<file path="src/rtl/rcvr_buf_if.sv">
// Serial-in / word-out bus between the line interface, rcvr_buf and the word consumer.
// The master side drives the serial bit and the pop request. The slave side returns the FIFO status and the head word.
interface rcvr_buf_if #(
   parameter int DATA_WIDTH = 8,
   parameter int CW         = 3
);
   logic                  data_in;
   logic                  reading;
   logic                  ready;
   logic                  full;
   logic                  overrun;
   logic [CW-1:0]         count;
   logic [DATA_WIDTH-1:0] data_out;

   modport master (output data_in, reading,
                   input  ready, full, overrun, count, data_out);
   modport slave  (input  data_in, reading,
                   output ready, full, overrun, count, data_out);
endinterface

</file>
<file path="src/rtl/rcvr_buf.sv">
// Serial packet receiver: slides a window over the bit stream looking for HEAD and captures the body word that follows.
// Completed words are queued in a DEPTH-entry show-ahead FIFO with registered status outputs.
module rcvr_buf #(
   parameter int                    DATA_WIDTH = 8,
   parameter int                    HEAD_WIDTH = 8,
   parameter logic [HEAD_WIDTH-1:0] HEAD       = 8'hA5,
   parameter int                    DEPTH      = 4,
   parameter int                    CW         = $clog2(DEPTH+1)
) (
   input  logic      clock,
   input  logic      reset,
   rcvr_buf_if.slave bus
);
   localparam int PW  = $clog2(DEPTH);
   localparam int HFW = $clog2(HEAD_WIDTH+1);
   localparam int BCW = $clog2(DATA_WIDTH);

   typedef enum logic {HUNT, BODY} state_e;

   state_e                state_q, state_d;
   // Only the older HEAD_WIDTH-1 header bits are stored, because the newest bit is always the live data_in.
   // The body register is one bit short for the same reason.
   logic [HEAD_WIDTH-2:0] hsr_q, hsr_d;
   logic [HFW-1:0]        hfill_q, hfill_d;
   logic [DATA_WIDTH-2:0] bsr_q, bsr_d;
   logic [BCW-1:0]        bcnt_q, bcnt_d;
   logic [PW-1:0]         wptr_q, wptr_d, rptr_q, rptr_d;
   logic [CW-1:0]         count_q, count_d;
   logic                  ready_q, ready_d, full_q, full_d, overrun_q, overrun_d;
   logic [DATA_WIDTH-1:0] data_out_q, data_out_d;
   logic [DATA_WIDTH-1:0] mem_q [DEPTH];

   logic [HEAD_WIDTH-1:0] hcand;
   logic [DATA_WIDTH-1:0] push_word;
   logic                  push_req, do_push, pop;

   always_comb begin
      state_d   = state_q;
      hsr_d     = hsr_q;
      hfill_d   = hfill_q;
      bsr_d     = bsr_q;
      bcnt_d    = bcnt_q;
      push_req  = 1'b0;
      hcand     = {hsr_q, bus.data_in};
      push_word = {bsr_q, bus.data_in};
      case (state_q)
         HUNT: begin
            hsr_d   = hcand[HEAD_WIDTH-2:0];
            hfill_d = (hfill_q == HFW'(HEAD_WIDTH)) ? hfill_q : hfill_q + HFW'(1);
            // The fill gate keeps the cleared register from matching an all-zero HEAD.
            if (hfill_q >= HFW'(HEAD_WIDTH-1) && hcand == HEAD) begin
               state_d = BODY;
               bcnt_d  = '0;
            end
         end
         BODY: begin
            bsr_d  = push_word[DATA_WIDTH-2:0];
            bcnt_d = bcnt_q + BCW'(1);
            if (bcnt_q == BCW'(DATA_WIDTH-1)) begin
               push_req = 1'b1;
               state_d  = HUNT;
               hsr_d    = '0;
               hfill_d  = '0;
               bcnt_d   = '0;
            end
         end
         default: state_d = HUNT;
      endcase

      pop       = bus.reading && ready_q;
      do_push   = push_req && (!full_q || pop);
      overrun_d = push_req && full_q && !pop;
      wptr_d    = do_push ? wptr_q + PW'(1) : wptr_q;
      rptr_d    = pop ? rptr_q + PW'(1) : rptr_q;
      count_d   = count_q;
      if (do_push && !pop)      count_d = count_q + CW'(1);
      else if (pop && !do_push) count_d = count_q - CW'(1);
      ready_d   = (count_d != '0);
      full_d    = (count_d == CW'(DEPTH));
      // The head word bypasses the memory when the FIFO is empty, or when its only entry is popped as the new word arrives.
      if (count_d == '0)
         data_out_d = '0;
      else if (count_q == '0 || (count_q == CW'(1) && pop))
         data_out_d = push_word;
      else
         data_out_d = mem_q[rptr_d];
   end

   always_ff @(posedge clock) begin
      if (reset) begin
         state_q    <= HUNT;
         hsr_q      <= '0;
         hfill_q    <= '0;
         bsr_q      <= '0;
         bcnt_q     <= '0;
         wptr_q     <= '0;
         rptr_q     <= '0;
         count_q    <= '0;
         ready_q    <= 1'b0;
         full_q     <= 1'b0;
         overrun_q  <= 1'b0;
         data_out_q <= '0;
      end else begin
         state_q    <= state_d;
         hsr_q      <= hsr_d;
         hfill_q    <= hfill_d;
         bsr_q      <= bsr_d;
         bcnt_q     <= bcnt_d;
         wptr_q     <= wptr_d;
         rptr_q     <= rptr_d;
         count_q    <= count_d;
         ready_q    <= ready_d;
         full_q     <= full_d;
         overrun_q  <= overrun_d;
         data_out_q <= data_out_d;
      end
   end

   always_ff @(posedge clock) begin
      if (!reset && do_push) mem_q[wptr_q] <= push_word;
   end

   assign bus.ready    = ready_q;
   assign bus.full     = full_q;
   assign bus.overrun  = overrun_q;
   assign bus.count    = count_q;
   assign bus.data_out = data_out_q;
endmodule

</file>
<file path="src/flat_wrapper.sv">
// flat-port wrapper written by rule: the top's interface ports become plain ports
module rcvr_buf_flat 
#(
   parameter int                    DATA_WIDTH = 8,
   parameter int                    HEAD_WIDTH = 8,
   parameter logic [HEAD_WIDTH-1:0] HEAD       = 8'hA5,
   parameter int                    DEPTH      = 4,
   parameter int                    CW         = $clog2(DEPTH+1)
)
  (clock, reset, bus_data_in, bus_reading, bus_ready, bus_full, bus_overrun, bus_count, bus_data_out);
  rcvr_buf_if #(.DATA_WIDTH(DATA_WIDTH), .CW(CW)) bus_i ();
  input  logic clock;
  input  logic reset;
  input wire logic [$bits(bus_i.data_in)-1:0] bus_data_in;
  input wire logic [$bits(bus_i.reading)-1:0] bus_reading;
  output wire logic [$bits(bus_i.ready)-1:0] bus_ready;
  output wire logic [$bits(bus_i.full)-1:0] bus_full;
  output wire logic [$bits(bus_i.overrun)-1:0] bus_overrun;
  output wire logic [$bits(bus_i.count)-1:0] bus_count;
  output wire logic [$bits(bus_i.data_out)-1:0] bus_data_out;
  assign bus_i.data_in = bus_data_in;
  assign bus_i.reading = bus_reading;
  assign bus_ready = bus_i.ready;
  assign bus_full = bus_i.full;
  assign bus_overrun = bus_i.overrun;
  assign bus_count = bus_i.count;
  assign bus_data_out = bus_i.data_out;
  rcvr_buf #(.DATA_WIDTH(DATA_WIDTH), .HEAD_WIDTH(HEAD_WIDTH), .HEAD(HEAD), .DEPTH(DEPTH), .CW(CW)) u_core (.clock(clock), .reset(reset), .bus(bus_i));
endmodule
</file>
<file path="config.mk">
export PLATFORM = sky130hd
export DESIGN_NAME = rcvr_buf_flat
export DESIGN_NICKNAME = d
export VERILOG_FILES = /design/src/rtl/rcvr_buf_if.sv /design/src/rtl/rcvr_buf.sv /design/src/flat_wrapper.sv
export SDC_FILE = /design/constraint.sdc
export NUM_CORES = 1
export LEC_CHECK = 0
export ABC_AREA = 1
export BUFFER_PORTS_ARGS = -buffer_cell sky130_fd_sc_hd__clkbuf_2
export CAP_MARGIN = 20
export CORE_UTILIZATION = 44
export DETAILED_ROUTE_END_ITERATION = 10
export SLEW_MARGIN = 10
export SYNTH_ARGS = -nofsm -noshare
export SYNTH_HDL_FRONTEND = slang
export SYNTH_SLANG_ARGS = --single-unit
</file>
<file path="constraint.sdc">
create_clock -name clock -period 4.9 [get_ports clock]
set_clock_uncertainty 0.05 [all_clocks]
set_input_delay 0.98 -clock clock [delete_from_list [all_inputs] [get_ports clock]]
set_output_delay 0.98 -clock clock [all_outputs]
set_load 0.005 [all_outputs]
</file>
==> results by group <==
Status
  • Result of the run: finished, final reports clean

Finish
  • NumNets Final: between 300 and 400
  • Finished layout cell area: 3460 um^2
  • Register Area: 1760 um^2
  • Fraction of final layout cells with drive strength greater than 1: 11.7%
  • Syn-to-layout area delta: 10.2%
  • Antenna diode count: 0
  • Filler cells: 661
  • Area of the multi-input gates: 1130 um^2

Clock tree
  • Number of gates given a new drive strength after cts: 0
  • Clock buffers created by TritonCTS: 9
  • # H-tree levels: 3
  • Post-CTS clock slew at the launch and capture registers of the worst setup and hold paths: 0.06 ns
  • Postcts setup bufs: 0
  • Buffers from clock root to sink, at most: 2
  • CTS hold repair buffers: 0
  • Clock net sink count: 72
  • Root Buffer: sky130_fd_sc_hd__clkbuf_8
  • Clock tree from TritonCTS: yes
  • Worst-skew pair later-pin latency: about 0.34 ns

Timing
  • Final sum of negative setup slack: 0 ns
  • Slew Limit Headroom: 56.4%
  • Final worst path period share: 51.0%
  • Number of pins exceeding their max-slew limit in the final report: 0
  • Final hold violations: 0
  • Maximum clock rate: 400 MHz
  • RSZ-0062 raised after global routing: no
  • Worst-Margin Slew: 0.651 ns
  • Final worst path period need: 2.50 ns
  • Endpoints failing setup: 0
  • Worst-case hold slack: 0.416 ns

Floorplanning
  • CORE AREA: around 7000 um^2
  • Die X: 86.5 um
  • Number of primary I/O pins: 18
  • Placement row count: 30
  • Vertical die dimension: 86.5 um
  • DIE AREA: 7480 um^2
  • Initial core utilization: a little under half

Global routing
  • Global-route usage over all layers: 18.6%
  • Largest net degree at the start of global routing: 20
  • Gr ovfl total: 0
  • First-pass GRT wire length: about 10 mm
  • Via count of the first global-routing pass: ~2000
  • Number of antenna violations at the first check in global routing: 0

Detailed routing
  • Sum of routed wire length over all layers: 6.21 mm
  • DR pass1 iterations: 4
  • Remaining antenna violation count: 0
  • Number of violations reported at the end of detailed-routing iteration 0: between 100 and 150
  • DRC violation count after routing: 0
  • Detailed-route vias per instance: 4.94
  • Detail-routed net length per standard cell: 13.4 um
  • Via count: 2285

Power
  • Max rail drop VDD: around 0.00014 V
  • Design Power: 0.00142 W
  • Total leakage power: 1.43 nW
  • Power density over the cells: 410 nW/um^2

Yosys
  • Cell taking the most area after synthesis: sky130_fd_sc_hd__edfxtp_1
  • Most frequently used flop master after synthesis: sky130_fd_sc_hd__dfxtp_1
  • Number of distinct library cell variants in the gate-level netlist after synthesis: 26
  • EDFF count, synth: 32
  • Most frequent cell after synthesis: sky130_fd_sc_hd__nand2_1
  • Area fraction of the dominant cell type after synthesis: between 30% and 40%
  • Synthesis-stage register bit count: 72
  • Syn_area_per_cell: 9.15 um^2
  • Post-Synthesis Cell Area: ~3100 um^2
  • Sequential share of the synthesized area: 56.1%
  • Number of nets produced by synthesis: 359
  • Yosys synthesis warning count: 0
  • Share of synthesized flip-flops with an asynchronous set or reset: 0%
  • Synth area leaders: sky130_fd_sc_hd__edfxtp_1 (31%), sky130_fd_sc_hd__dfxtp_1 (26%), sky130_fd_sc_hd__nand2_1 (7.9%), sky130_fd_sc_hd__inv_1 (5.7%), sky130_fd_sc_hd__a21oi_1 (5.4%)
  • Most frequent cells after synthesis: sky130_fd_sc_hd__nand2_1 (66), sky130_fd_sc_hd__inv_1 (48), sky130_fd_sc_hd__dfxtp_1 (40), sky130_fd_sc_hd__a21oi_1 (34), sky130_fd_sc_hd__edfxtp_1 (32)
  • Post-Syn Instances: 343

Placement
  • Number of I/O port buffers: 17
  • Standard cell area after detailed placement: 3290 um^2
  • DPL Wire Length: ~4.4 mm
  • Global placement routability congestion: a little over 0.8

Critical path
  • Type of element capturing the critical path: register
  • Critical register-to-register path endpoint: u_core.mem_q[3][7]$_DFFE_PP_
  • Required arrival time at the worst endpoint: 4.82 ns
  • Worst Path Arrival: 2.42 ns
  • Maximum fanout along the worst path: 19
  • Worst setup slack for register-to-register paths: roughly 2.7 ns
  • Critical Setup Path Class: in2reg
  • Crit path from: reset
  • Critical Path End: u_core.mem_q[3][7]$_DFFE_PP_
  • Reg2reg path depth: 4
  • Crit path launch type: input port
  • Worst r2r src: u_core.state_q$_SDFF_PP0_

Flow run
  • # Max-Cap Violations: 0

Min path
  • Startpoint of the worst hold path: u_core.bcnt_q[0]$_SDFFE_PP0P_
  • Worst min-delay path class: reg2reg
## report_power, final
group | total, W | leakage (nW) | switching (W) | internal [W]
sequential | 0.000684 | 0.603 | 0.0000230 | 0.000661
clock | 0.000404 | 0.0877 | 0.000207 | 0.000197
combinational | 0.000328 | 0.737 | 0.000213 | 0.000116
total | 0.00142 | 1.43 | 0.000443 | 0.000973
## how the worst min path moves through the flow
stage | cells after the start | end
5_1_grt | 2 | u_core.hsr_q[4]$_SDFFE_PP0P_
2_1_floorplan | 1 | u_core.bcnt_q[0]$_SDFFE_PP0P_
3_3_place_gp | 2 | u_core.hsr_q[6]$_SDFFE_PP0P_
6_report | 1 | u_core.bcnt_q[0]$_SDFFE_PP0P_
3_5_place_dp | 2 | u_core.hsr_q[6]$_SDFFE_PP0P_
4_1_cts | 1 | u_core.bcnt_q[0]$_SDFFE_PP0P_
## per-layer routing
| layer | up-vias | part of all wire [%] | routed length [um] | GRT usage, % |
|---|---|---|---|---|
| li1 | 1158 | - | - | - |
| met1 | 1049 | 49 | 3020 | 26.3 |
| met2 | 67 | 44 | 2740 | 27.1 |
| met3 | 11 | 5.3 | 331 | 4.29 |
| met4 | 0 | 2.0 | 123 | 8.79 |
| met5 | - | 0 | 0 | 0 |
## cell usage in the layout, fill, tap and decap left out
cell and n:
sky130_fd_sc_hd__nand2_1 66, sky130_fd_sc_hd__inv_1 48, sky130_fd_sc_hd__dfxtp_1 40, sky130_fd_sc_hd__a21oi_1 34, sky130_fd_sc_hd__edfxtp_1 32, sky130_fd_sc_hd__nor2_1 27
sky130_fd_sc_hd__nand3_1 22, sky130_fd_sc_hd__nand3b_1 17, sky130_fd_sc_hd__clkbuf_2 17, sky130_fd_sc_hd__o21ai_0 13, sky130_fd_sc_hd__ha_1 12, sky130_fd_sc_hd__clkbuf_8 10
sky130_fd_sc_hd__nor3_1 6, sky130_fd_sc_hd__nand2_2 3, sky130_fd_sc_hd__nand2_4 3, sky130_fd_sc_hd__inv_2 3, sky130_fd_sc_hd__clkbuf_1 3, sky130_fd_sc_hd__inv_4 2
sky130_fd_sc_hd__o21ai_1 2, sky130_fd_sc_hd__clkinv_2 2, sky130_fd_sc_hd__nand3_2 1, sky130_fd_sc_hd__a31oi_4 1, sky130_fd_sc_hd__nand3_4 1, sky130_fd_sc_hd__xnor2_1 1
sky130_fd_sc_hd__nor4_1 1
## worst max-delay path: stages
cell                       delay, ns
sky130_fd_sc_hd__clkbuf_2       0.26
sky130_fd_sc_hd__inv_1          0.38
sky130_fd_sc_hd__nand3_1        0.24
sky130_fd_sc_hd__nor2_1         0.56
## logic make-up (layout without fill, tap and decap cells)
| logic type | Yosys count | count (layout) | synth area share, % |
|---|---|---|---|
| buffers and inverters | 61 | 85 | 7.93 |
| XOR/XNOR | 1 | 1 | 0.279 |
| flip-flops | 72 | 72 | 56.1 |
| adder cells (fa/ha/maj) | 12 | 12 | 4.78 |
| AO/OA/AOI/OAI | 50 | 50 | 8.49 |
| AND/OR/NAND/NOR | 147 | 147 | 22.4 |
## registers in the layout, indices dropped and copies added, names as in the netlist
signal,cells
u_core.mem_q,32
u_core.bus.data_out,8
u_core.bsr_q,7
u_core.hsr_q,7
u_core.hfill_q,4
u_core.bcnt_q,3
u_core.bus.count,3
u_core.rptr_q,2
u_core.wptr_q,2
u_core.bus.full,1
u_core.bus.overrun,1
u_core.bus.ready,1
u_core.state_q,1
## layout make-up
type                            count  share of cell area (%)
Clock inverter                      3                   0.470
Clock buffer                       13                    4.31
Timing Repair Buffer               17                    2.46
Multi-Input combinational cell    210                    32.6
Inverter                           52                    5.72
Sequential cell                    72                    50.9
Tap cell                           96                    3.47
## metrics by stage
step	util [%]	worst slack, ns	cells
final	50.6	2.40	463
after global routing	50.6	2.24	463
after CTS	50.6	2.41	463
after detailed placement	48.2	2.04	447
after global placement	48.2	2.09	447
after floorplan	-	2.67	343
Power figures use the tool's default switching activity.
